`src/rtl/alu_ctrl_seq.sv`:
```
// ALU function-select decoder with an attached shift-add unsigned multiplier (multu).
// The pipeline is stalled while a multiply runs; the product lands in HI/LO.
module alu_ctrl_seq #(
   parameter int DATA_W = 32
) (
   input  logic              clk,
   input  logic              rst_n,
   input  logic              valid_i,
   input  logic              flush,
   input  logic [1:0]        ALU_op,
   input  logic [5:0]        Funct_ctrl,
   input  logic [DATA_W-1:0] src_a,
   input  logic [DATA_W-1:0] src_b,
   output logic [2:0]        Funct,
   output logic              illegal,
   output logic              stall,
   output logic              mul_done,
   output logic [DATA_W-1:0] mul_hi,
   output logic [DATA_W-1:0] mul_lo
);

   localparam int CNT_W = (DATA_W > 1) ? $clog2(DATA_W) : 1;

   typedef enum logic [1:0] {IDLE, MUL, DONE} state_t;

   state_t                state_reg;
   logic [2*DATA_W-1:0]   mcand_reg;
   logic [2*DATA_W-1:0]   prod_reg;
   logic [2*DATA_W-1:0]   prod_next;
   logic [DATA_W-1:0]     mplier_reg;
   logic [CNT_W-1:0]      cnt_reg;

   logic                  is_multu;
   logic [2:0]            dec_funct;
   logic                  dec_illegal;
   logic                  accept;
   logic                  last_iter;

   always_comb begin
      dec_funct   = 3'd7;
      dec_illegal = 1'b0;
      is_multu    = 1'b0;
      case (ALU_op)
         2'b00: dec_funct = 3'd1;
         2'b01: dec_funct = 3'd0;
         2'b11: dec_funct = 3'd3;
         default: begin
            case (Funct_ctrl)
               6'b100001: dec_funct = 3'd0;
               6'b100011: dec_funct = 3'd1;
               6'b000000: dec_funct = 3'd2;
               6'b100101: dec_funct = 3'd3;
               6'b000010: dec_funct = 3'd4;
               6'b101010: dec_funct = 3'd5;
               6'b100100: dec_funct = 3'd6;
               6'b011001: is_multu  = 1'b1;
               default:   dec_illegal = 1'b1;
            endcase
         end
      endcase
   end

   // While a multiply is in flight the ALU is idle, so report "none".
   assign Funct   = (state_reg == IDLE) ? dec_funct : 3'd7;
   assign illegal = (state_reg == IDLE) ? dec_illegal : 1'b0;

   assign accept    = (state_reg == IDLE) && valid_i && is_multu && !flush;
   assign stall     = accept || (state_reg == MUL);
   assign last_iter = (cnt_reg == CNT_W'(DATA_W - 1));
   assign prod_next = prod_reg + (mplier_reg[0] ? mcand_reg : '0);

   always_ff @(posedge clk or negedge rst_n) begin
      if (!rst_n) begin
         state_reg  <= IDLE;
         mcand_reg  <= '0;
         prod_reg   <= '0;
         mplier_reg <= '0;
         cnt_reg    <= '0;
         mul_done   <= 1'b0;
         mul_hi     <= '0;
         mul_lo     <= '0;
      end else begin
         mul_done <= 1'b0;
         case (state_reg)
            IDLE: begin
               if (accept) begin
                  mcand_reg  <= {{DATA_W{1'b0}}, src_a};
                  mplier_reg <= src_b;
                  prod_reg   <= '0;
                  cnt_reg    <= '0;
                  state_reg  <= MUL;
               end
            end
            MUL: begin
               // Flush wins over completion: HI/LO stay untouched.
               if (flush) begin
                  state_reg <= IDLE;
               end else begin
                  prod_reg   <= prod_next;
                  mcand_reg  <= mcand_reg << 1;
                  mplier_reg <= mplier_reg >> 1;
                  cnt_reg    <= cnt_reg + CNT_W'(1);
                  if (last_iter) begin
                     {mul_hi, mul_lo} <= prod_next;
                     mul_done         <= 1'b1;
                     state_reg        <= DONE;
                  end
               end
            end
            default: state_reg <= IDLE;
         endcase
      end
   end

endmodule

```
`config.mk`:
```
export PLATFORM = sky130hd
export DESIGN_NAME = alu_ctrl_seq
export DESIGN_NICKNAME = d
export VERILOG_FILES = /design/src/rtl/alu_ctrl_seq.sv
export SDC_FILE = /design/constraint.sdc
export NUM_CORES = 1
export LEC_CHECK = 0
export ABC_AREA = 1
export CAP_MARGIN = 10
export CORE_MARGIN = 2
export CORE_UTILIZATION = 31
export CTS_CLUSTER_DIAMETER = 30
export DETAILED_ROUTE_END_ITERATION = 7
export PLACE_DENSITY = 0.48
export SETUP_SLACK_MARGIN = 0.5
export SLEW_MARGIN = 30
export SYNTH_ARGS = -nofsm -noshare
export SYNTH_HDL_FRONTEND = slang
export SYNTH_SLANG_ARGS = --single-unit
```
`constraint.sdc`:
```
create_clock -name clk -period 4.5 [get_ports clk]
set_input_delay 0.9 -clock clk [delete_from_list [all_inputs] [get_ports clk]]
set_output_delay 0.9 -clock clk [all_outputs]
set_load 0.02 [all_outputs]
```
* Word-level counts from Yosys, hierarchy flattened *
Cells that the tools add are included.

word-level totals
  word-level logic and storage cells = 67
  bits in latches = 0
  bits in registers = 232
  bits of input ports = 76
  memories kept = 0
  memory bits (writable) = 0
  memory bits (read-only) = 0

operators by class
  add/subtract/negate cells = 2
  order comparisons = 0
  multiplexer cells = 28
  divide/modulo/power cells = 0
  reduce and logical (&&, ||, !) cells = 14
  shifts and indexed selects = 0
  bitwise logic cells = 1
  eq/ne operators = 14
  $mul = 0

operators with widths
  operator                                                                number
  64-bit 2-to-1 mux                                                       5
  64-bit case mux with 2 select lines                                     2
  64-bit adder                                                            1
  32-bit 2-to-1 mux                                                       2
  32-bit case mux with 2 select lines                                     1
  6-bit equality test (second input constant)                             5
  3-bit case mux with 7 select lines                                      1
  5-bit 2-to-1 mux                                                        2
  5-bit case mux with 2 select lines                                      1
  3-bit case mux with 3 select lines                                      1
  1-bit 2-to-1 mux                                                        8
  8-bit OR reduction                                                      1
  6-bit by 2-bit equality test with 1-bit output (second input constant)  1
  6-bit by 5-bit equality test with 1-bit output (second input constant)  1
  6-bit zero test                                                         1
  2-bit 2-to-1 mux                                                        3
  3-bit AND reduction                                                     2
  5-bit by 1-bit adder with 5-bit output (second input constant)          1
  5-bit equality test (second input constant)                             1
  2-bit by 1-bit equality test with 1-bit output (second input constant)  2
  2-bit zero test                                                         2
  2-bit != test (second input constant)                                   2
  2-bit case mux with 2 select lines                                      1
  1-bit logical AND                                                       3
  9 further kinds                                                         9

* Depth between registers and ports, before layout *
Gate-level depths: netlist of the first run.

  depth after elaboration = 7
  depth in mapped cells = 18
  depth with buffers taken out = 17

* Worst setup path before layout of the first run *
No wires, ideal clock.

  path kind = input port to output port
  start point = input Funct_ctrl[4]
  end point = output illegal
  slack = 1.693 ns
  data required time = 3.600 ns
  cell stages on the path = 8
  data arrival time = 1.907 ns
  cells stage by stage = inv_1 > nand2_1 > inv_1 > nand3_1 > nand2_1 > nor2_1 > nand4_1 > nor3_1

between the ends
  cells in the longest elaborated chain, start to end = 5

ends and longest elaborated chain
  element                                                                       line  text
  start: declaration                                                            11    input logic [5:0] Funct_ctrl,
  6-bit by 5-bit equality test with 1-bit output, or another cell as far along  48    case (Funct_ctrl)
  8-bit OR reduction (no line) (*)                                              --
  1-bit 2-to-1 mux (*)                                                          48
  1-bit 2-to-1 mux (*)                                                          43    case (ALU_op)
  1-bit 2-to-1 mux (*)                                                          65    assign illegal = (state_reg == IDLE) ? dec_illegal : 1'b0;
  end: declaration                                                              15    output logic illegal,

Every way passes the cells marked *; elsewhere a longest branch is shown, timed or not.

* Final worst setup path of the first run *
  start point = input Funct_ctrl[4]
  end point = output Funct[0]

between the ends
  cells in the longest elaborated chain, start to end = 4

ends and longest elaborated chain
  element                                            line  text
  6-bit equality test, or another cell as far along  48
  3-bit case mux with 7 select lines (*)             48
  3-bit case mux with 3 select lines (*)             43
  3-bit 2-to-1 mux (*)                               64    assign Funct = (state_reg == IDLE) ? dec_funct : 3'd7;
  end: declaration                                   14    output logic [2:0] Funct,

Marks and branches as above.

==> summary.txt, run 1 <==
Outcome
  • Status: finished clean

Layout
  • Area Growth Syn to Fin: 30.6%
  • Ratio of cells with drive above 1 in the final layout: a little under 6%
  • Number of fill cells: about 5200
  • Layout Cells excl Fill: around 3200
  • Register Area: 5810 µm²
  • Multi-input gate area: about 7600 µm²
  • Nets: between 2000 and 3000

GRT
  • Grt ovf: 0
  • Antenna violations before repair: 3
  • First-pass GRT wire length: between 80 and 90 mm
  • Largest net degree at the start of global routing: roughly 120
  • Total GRT Usage: a little over a fifth
  • Vias in the first global route: 15142

Synth
  • Yosys warns: 0
  • Net Count, Synth: ~2500
  • Sequential cell area fraction in the yosys report: 37.8%
  • Average size of a mapped cell: around 6.5 µm²
  • Mapped Cells: 2365
  • Synth unique cells: 37
  • Yosys reg bits: 232
  • Synth Cell Area: roughly 15000 µm²

Pwr
  • Worst VDD drop: between 200 and 300 µV
  • Leak: roughly 11 nW
  • PwrDens: around 420 nW/µm²

Min path
  • Hold Path Class: input port to async pin

Setup path
  • Startpoint Class: input port
  • Crit-path leading delay family: buffers and inverters
  • Worst Path Buf+Inv: 4
  • Critical-path cell list: clkdlybuf4s50_1 > inv_1 > nand2_1 > inv_1 > nand3_1 > nand2_1 > nor2_1 > nand4_1 > o2111ai_1 > nand2_1 > nand2_1 > clkdlybuf4s50_1
  • Slowest CP cell: clkdlybuf4s50_1
  • FF-to-FF Start: mplier_reg[0]
  • Req. time, crit path: between 3000 and 4000 ps
  • Worst Setup SP: Funct_ctrl[4]
  • Max stage delay on crit path: a little under 600 ps
  • Largest fanout on the critical path: 3
  • Worst Path Arrival: 2920 ps
  • Worst path most repeated cell: nand2_1
  • Crit path kind: input port to primary output
  • CP endpoint kind: primary output

Floorplan
  • Core area: between 40000 and 50000 µm²
  • Die Wd: ~230 µm
  • Die H: approximately 230 µm
  • Die area: 51400 µm²
  • Starting Density: between 30% and 40%
  • Num rows: roughly 80
  • I/O pins: roughly 150

Placement
  • Setup WS pre-CTS: 680 ps
  • Final GP Congestion: 0.917
  • Placed Cells: ~3100
  • Port-buffer cells: between 100 and 150
  • DP Wirelength: slightly above 40 mm

STA
  • Final Hold Vio Count: 0
  • Slew @ Worst Pin: slightly below 1000 ps
  • Final min period: roughly 3800 ps
  • Max Slew Vio Count: 0
  • RSZ-0062 raised after global routing: true
  • WHS: around 190 ps
  • Fin Setup TNS: 0 ps
  • Fmax: 262 MHz
  • Setup ws final: around 680 ps
  • Relative slew slack: 35.3%
  • Fin crit share: between 80% and 90%
  • Final Setup Violations: 0
  • Clk_skew: roughly 19 ps

Detailed routing
  • Avg WL per Cell: roughly 16 µm
  • Detailed Routing Iterations Pass 1: 5
  • # DRC: 0
  • Routed WL: around 52 mm
  • DRT iter0 DRCs: ~950
  • Vias/cell: around 4.6
  • DR vias: between 10000 and 15000
  • Post-DRT Antenna Nets: 0

Clock tree
  • Worst-path clk slew: around 40 ps
  • CTS Buf Count: 66
  • Clock sinks: between 200 and 250
  • Longest Clk Path Bufs: 3
  • Clk Latency, worst-skew pair: around 600 ps
  • Htree depth: 3
  • Root buf cell: clkbuf_16
  • CTS tree: built

Flow run
  • # Max-Cap Violations: 0
-- per-layer routing --
metal  routed length [µm]  track usage (%)  up-vias
li1                     -                -     7586
met1                26100             30.0     7018
met2                22500             32.3      309
met3                 2680             3.84       71
met4                 1170             7.11        2
met5                   13                0        -
-- Yosys cell counts (all sizes together) --
| library cell | n | area share [%] |
|---|---|---|
| nand3b | 8 | 0.39 |
| o221ai | 30 | 1.7 |
| nand3 | 153 | 5.0 |
| nand2 | 1013 | 25 |
| nor2 | 124 | 3.0 |
| o21bai | 2 | 0.098 |
| o211ai | 2 | 0.098 |
| o22ai | 30 | 1.2 |
| xnor2 | 23 | 1.3 |
| a21oi | 47 | 1.5 |
| nand4 | 15 | 0.65 |
| inv | 459 | 11 |
| nor3 | 18 | 0.72 |
| fa | 1 | 0.13 |
| o21ai | 62 | 2.0 |
| a21boi | 1 | 0.049 |
| o2111ai | 1 | 0.057 |
| ha | 68 | 5.5 |
| dfrtp | 232 | 38 |
| a22o | 2 | 0.11 |
| and2 | 1 | 0.041 |
| or2 | 2 | 0.081 |
| clkbuf | 31 | 0.76 |
| xor2 | 6 | 0.34 |
| buf | 30 | 1.1 |
| nor4 | 4 | 0.26 |
-- through the flow --
stage	instance area (µm²)	util [%]	power [mW]
final	20100	41.0	8.50
after global routing	20100	41.0	8.88
after CTS	20000	41.0	8.60
after detailed placement	17600	35.9	3.33
after global placement	17500	35.8	3.32
after floorplan	15400	-	2.96
-- layout make-up --
class | count | area share (%)
flip-flops and latches | 232 | 28.9
clock inverters | 38 | 3.26
repair buffers | 161 | 8.30
diodes | 1 | 0.0125
multi-input cells | 1613 | 37.7
well taps | 664 | 4.14
inverters | 459 | 8.58
clock buffers | 81 | 9.06
-- cells by family (layout without fill, tap and decap cells) --
| family | Yosys count | count (layout) | synth area share (%) |
|---|---|---|---|
| AOI/OAI and AO/OA | 177 | 177 | 6.89 |
| xor gates and xnor gates | 29 | 29 | 1.65 |
| adders and majority gates | 69 | 69 | 5.66 |
| buffers and inverters | 520 | 739 | 13.1 |
| DFF | 232 | 232 | 37.8 |
| other | 0 | 1 | 0 |
| and+or+nand+nor | 1338 | 1338 | 35.0 |
-- path summary, 6_finish.rpt --
| check | to | slack, ps | depth (start not counted) |
|---|---|---|---|
| worst max-delay path | Funct[0] | 680 | 12 |
| worst min-delay path | mcand_reg[35] | 190 | 1 |
| worst max register to register | mul_hi[18] | 1210 | 15 |
| worst min register to register | mul_hi[4] | 470 | 2 |
| max in group asynchronous | mplier_reg[0] | 3550 | 2 |
| min in group clk | mul_hi[4] | 470 | 2 |
-- cell usage in the layout (no fill, tap or decap), drive strengths merged, types with 6 or more instances in the layout --
cell type	n
buf	17
nand4	15
nand2	1013
xor2	6
nor2	124
o22ai	30
a21oi	47
nor3	18
nand3b	8
nand3	153
ha	68
o221ai	30
inv	463
o21ai	62
clkbuf	81
xnor2	23
bufinv	15
clkdlybuf4s50	144
dfrtp	232
clkinv	19
-- what timing repair did --
item	in CTS	in global routing
hold endpoints to repair	0	0
gates resized for setup	0	1
setup buffers	0	0
endpoints found under the setup margin	0	2
hold buffers	0	0
-- power by group --
part / internal (mW) / switching, mW / total (mW)
logic: 0.365 / 0.600 / 0.964
clock network: 3.73 / 1.47 / 5.20
registers: 2.25 / 0.0943 / 2.34
total: 6.34 / 2.16 / 8.50
Power figures use the tool's default switching activity.
==> run 2: changes to the inputs <==
Settings changed: PLACE_DENSITY 0.48 to 0.5.
Clock period 4.5 ns to 3.34 ns, I/O delays scaled along.
==> summary.txt, run 2 (same netlist as run 1, synthesis figures left out) <==
Flow run
  • # Max-Cap Violations: 0

GRT
  • Vias in the first global route: roughly 15000
  • First-pass GRT wire length: a little over 80 mm
  • Global routing usage on met2: between 30 and 40%
  • Total GRT Usage: around a fifth
  • GR Util met3: 3.63%
  • GR peak layer: met2
  • Largest net degree at the start of global routing: 90
  • Antenna violations before repair: 0
  • Grt ovf: 0
  • Met1 usage: roughly 29%

STA
  • RSZ-0062 raised after global routing: true
  • Max Slew Vio Count: 0
  • WHS: 58.0 ps
  • Fin crit share: between 80% and 90%
  • Final Setup Violations: 0
  • Fmax: between 300 and 400 MHz
  • Fin Setup TNS: 0 ps
  • Slew @ Worst Pin: 894 ps
  • Final min period: ~2700 ps
  • Relative slew slack: between 40 and 50%
  • Final Hold Vio Count: 0
  • Clk_skew: between 40 and 50 ps

Clock tree
  • Worst-path clk slew: roughly 50 ps
  • CTS tree: built
  • Clk Latency, worst-skew pair: approximately 630 ps
  • Root buf cell: clkbuf_16
  • Clock sinks: 232
  • Hold_buf cts: 0
  • Longest Clk Path Bufs: 3
  • CTS Buf Count: 59
  • Htree depth: 2

Pwr
  • Sequential Power Share: around 30%
  • Clk pwr share: between 50% and 60%
  • Switching Power: slightly below 3 mW
  • Switch share: between 20% and 30%
  • Int Pwr: 7.66 mW
  • Leak: 11.4 nW
  • Worst VDD drop: roughly 380 µV
  • PwrDens: just over 500 nW/µm²
  • PnR Total Power: 10.6 mW
  • Comb power frac: 13.0%

Detailed routing
  • DRT iter0 DRCs: about 970
  • Avg WL per Cell: 15.6 µm
  • Post-DRT Antenna Nets: 0
  • Routed WL: 51.0 mm
  • # DRC: 0
  • Detailed Routing Iterations Pass 1: 5
  • DR vias: 14898
  • Vias/cell: about 4.6

Layout
  • Area Growth Syn to Fin: 32.6%
  • Most frequent cells in the layout: 981 x nand2_1, 454 x inv_1, 231 x dfrtp_1, 140 x nand3_1, 134 x clkdlybuf4s50_1
  • Post-route core utilization: about two fifths
  • Nets: between 2000 and 3000
  • Multi-input gate area: about 8000 µm²
  • Number of fill cells: approximately 5200
  • Register Area: roughly 5800 µm²
  • Commonest non-fill, non-tap cell in the layout: nand2_1
  • Ratio of cells with drive above 1 in the final layout: 10.5%

Setup path
  • Crit path kind: input port to primary output
  • Startpoint Class: input port
  • Worst Path Arrival: 2030 ps
  • Max stage delay on crit path: around 490 ps
  • Largest fanout on the critical path: 3
  • Req. time, crit path: around 2700 ps
  • Worst path most repeated cell: nand4_1
  • Slowest CP cell: clkdlybuf4s50_1
  • Critical-path cell list: clkdlybuf4s50_1 > inv_1 > nor2_2 > nand4_1 > nand4_1 > nand4_1 > nand2_1 > nand2_1 > buf_4
  • CP endpoint kind: primary output

Floorplan
  • Starting Density: 31.4%
  • I/O pins: 146
  • Die Wd: ~230 µm
  • Num rows: 81
  • Die H: between 200 and 250 µm
  • Die area: between 50000 and 60000 µm²
  • Core area: about 49000 µm²

Outcome
  • Status: finished clean

Placement
  • DP Wirelength: a little under 40 mm
  • Port-buffer cells: between 100 and 150
  • Final GP Congestion: between 0.9 and 1

Min path
  • Hold Path Class: input port to async pin
==> run 2: metrics by stage <==
stage | setup slack, ps | area, µm² | cells
4_1_cts | 496 | 20000 | 3261
6_report | 642 | 20400 | 3267
2_1_floorplan | 997 | 15400 | 2365
5_1_grt | 464 | 20400 | 3266
3_3_place_gp | 25.4 | 17800 | 3150
3_5_place_dp | 74.5 | 17800 | 3150
==> run 2: routing by layer <==
metal	routed length (µm)	vias to the layer above
li1	-	7622
met1	25100	6925
met2	22500	287
met3	2410	64
met4	883	0
met5	0	-
==> run 2: area by class of cell <==
type	instances	area share, %
Multi-Input combinational cell	1613	39.1
Sequential cell	232	28.5
Timing Repair Buffer	187	9.30
Inverter	459	8.45
Clock buffer	67	7.73
Tap cell	664	4.08
Clock inverter	44	2.86
Antenna cell	1	0.0123
==> run 2: what timing repair did <==
action / in CTS / in global routing
buffers inserted: 0 / 5
pin swaps: 1 / 12
endpoints found under the setup margin: 25 / 73
cloned: 0 / 0
resized for setup: 27 / 112
==> run 2: final timing paths <==
check,cells after the start,to,startpoint,slack (ps)
setup reg to reg,15,mul_hi[22],mplier_reg[0],660
hold reg to reg,2,mul_lo[22],mul_lo[22],480
min in group clk,2,mul_lo[22],mul_lo[22],480
hold / removal,1,mplier_reg[20],rst_n,60
setup / recovery,9,Funct[1],Funct_ctrl[1],640
max in group asynchronous,2,mul_done,rst_n,2480
==> run 2: worst max-delay path: cells and delay by family <==
kind	cells	cell delay [ps]
and+or+nand+nor	6	630
buffers and inverters	3	730
==> run 2: power groups by stage <==
stage | registers, mW | logic (mW) | clock network [mW]
floorplan | 3.16 | 0.833 | 0
global placement | 3.17 | 1.33 | 0
detailed placement | 3.18 | 1.34 | 0
CTS | 3.14 | 1.35 | 6.16
global route | 3.16 | 1.57 | 6.32
finish | 3.14 | 1.38 | 6.05
==> run 3: changes to the inputs <==
Clock period 3.34 ns to 2.45 ns, I/O delays scaled along.
==> summary.txt, run 3 (same netlist as run 1, synthesis figures left out) <==
Placement
  • Port-buffer cells: approximately 150
  • Setup WS pre-CTS: -520 ps
  • Final GP Congestion: 0.962
  • Placed Cells: about 3300
  • DP Wirelength: around 42 mm

Outcome
  • Status: finished with violations
  • Failing checks: setup timing

STA
  • Setup ws final: -149 ps
  • Relative slew slack: between 60% and 70%
  • Final Hold Vio Count: 0
  • Final Setup Violations: 21
  • Max Slew Vio Count: 0
  • Fin crit share: 106%
  • Final min period: 2600 ps
  • Slew @ Worst Pin: roughly 600 ps
  • Clk_skew: around 28 ps
  • Fmax: around 380 MHz
  • RSZ-0062 raised after global routing: true

GRT
  • Grt ovf: 0
  • Largest net degree at the start of global routing: 74
  • Vias in the first global route: between 15000 and 20000
  • Total GRT Usage: 21.8%
  • Antenna violations before repair: 1
  • First-pass GRT wire length: roughly 86 mm

Setup path
  • Worst Path Arrival: roughly 3000 ps
  • Worst-case reg-to-reg path depth: 14
  • Startpoint Class: flop
  • Req. time, crit path: approximately 2900 ps
  • CP endpoint kind: flop
  • Crit-path leading delay family: compound AO/OA/AOI/OAI gates
  • Slowest CP cell: dfrtp_2
  • Reg2reg end: mul_hi[24]
  • R2r setup slk: -150 ps
  • Largest fanout on the critical path: 25
  • FF-to-FF Start: mplier_reg[0]
  • Max stage delay on crit path: approximately 510 ps
  • Crit path kind: flop to flop
  • Worst path most repeated cell: nand2_1
  • Critical-path cell list: buf_12 > nand2_1 > inv_1 > ha_4 > nand2_1 > nand2_1 > o21bai_1 > a21oi_1 > nand2_1 > a21oi_1 > buf_4 > nand3_1 > nand3_1 > nand2_1
  • Worst Path Buf+Inv: 3

Detailed routing
  • DR vias: between 15000 and 20000
  • Detailed Routing Iterations Pass 1: 5
  • Vias/cell: around 4.6
  • # DRC: 0
  • Avg WL per Cell: approximately 16 µm
  • DRT iter0 DRCs: between 800 and 900
  • Post-DRT Antenna Nets: 0
  • Routed WL: around 54 mm

Floorplan
  • Die area: 51400 µm²
  • I/O pins: 146
  • Starting Density: 31.4%
  • Num rows: 81
  • Die H: 227 µm
  • Die Wd: between 200 and 250 µm
  • Core area: roughly 49000 µm²

Flow run
  • # Max-Cap Violations: 0

Pwr
  • Leak: around 13 nW
  • PwrDens: about 670 nW/µm²
  • Worst VDD drop: 474 µV
  • PnR Total Power: roughly 16 mW

Layout
  • Nets: 2872
  • Ratio of cells with drive above 1 in the final layout: approximately a quarter
  • Layout Cells excl Fill: 3446
  • Area Growth Syn to Fin: 52.6%
  • Commonest non-fill, non-tap cell in the layout: nand2_1
  • Number of fill cells: 4914
  • Most frequent cells in the layout: 880 x nand2_1, 417 x inv_1, 231 x dfrtp_1, 192 x buf_4, 131 x clkdlybuf4s50_1

Clock tree
  • Clk Latency, worst-skew pair: about 600 ps
  • Root buf cell: clkbuf_16
  • Htree depth: 3
  • CTS Buf Count: 67
  • Clock sinks: 232
  • Longest Clk Path Bufs: 3
  • CTS tree: built
  • Worst-path clk slew: roughly 40 ps

Min path
  • Hold Path Class: input port to async pin
-- run 3: metal layers --
layer / track usage [%] / vias to the layer above / part of all wire (%)
li1: - / 7988 / -
met1: 30.3 / 7409 / 49
met2: 34.2 / 264 / 45
met3: 3.99 / 62 / 4.4
met4: 6.85 / 0 / 2.0
met5: 0 / - / 0
-- run 3: timing repair --
item,CTS,global route
setup endpoints to repair,201,224
pin swaps,23,12
hold endpoints to repair,53,0
resized for setup,218,104
setup buffers,3,2
hold buffers,1,0
-- run 3: how the worst max path moves through the flow --
stage / start / endpoint / cells after the start
2_1_floorplan: mplier_reg[0] / prod_reg[60] / 17
3_3_place_gp: Funct_ctrl[4] / illegal / 11
3_5_place_dp: Funct_ctrl[4] / illegal / 11
4_1_cts: mplier_reg[0] / mul_hi[30] / 16
5_1_grt: mplier_reg[0] / mul_hi[24] / 16
6_report: mplier_reg[0] / mul_hi[24] / 14
-- run 3: cell type report --
| class | count | area [µm²] | share of cell area (%) |
|---|---|---|---|
| antenna | 2 | 5.00 | 0.0213 |
| clock buffer | 80 | 1800 | 7.65 |
| clock inverter | 42 | 528 | 2.25 |
| inverter | 459 | 1730 | 7.36 |
| multi-input combinational | 1613 | 9560 | 40.7 |
| sequential | 232 | 5810 | 24.7 |
| tap | 664 | 831 | 3.54 |
| timing repair buffer | 354 | 3210 | 13.7 |
-- run 3: metrics by stage --
stage	instance area (µm²)	TNS (ps)	hold slack (ps)	util (%)
after detailed placement	20100	-18410	465	41.1
after floorplan	16500	0	194	-
final	23500	-878	425	47.9
after CTS	23100	-1050	443	47.2
after global routing	23500	-11000	483	47.9
after global placement	20100	-15340	460	41.1
-- run 3: power by group --
part	internal, mW	switching (mW)
Clock	6.11	2.75
Sequential	4.13	0.194
Combinational	1.18	1.41
Total	11.4	4.36
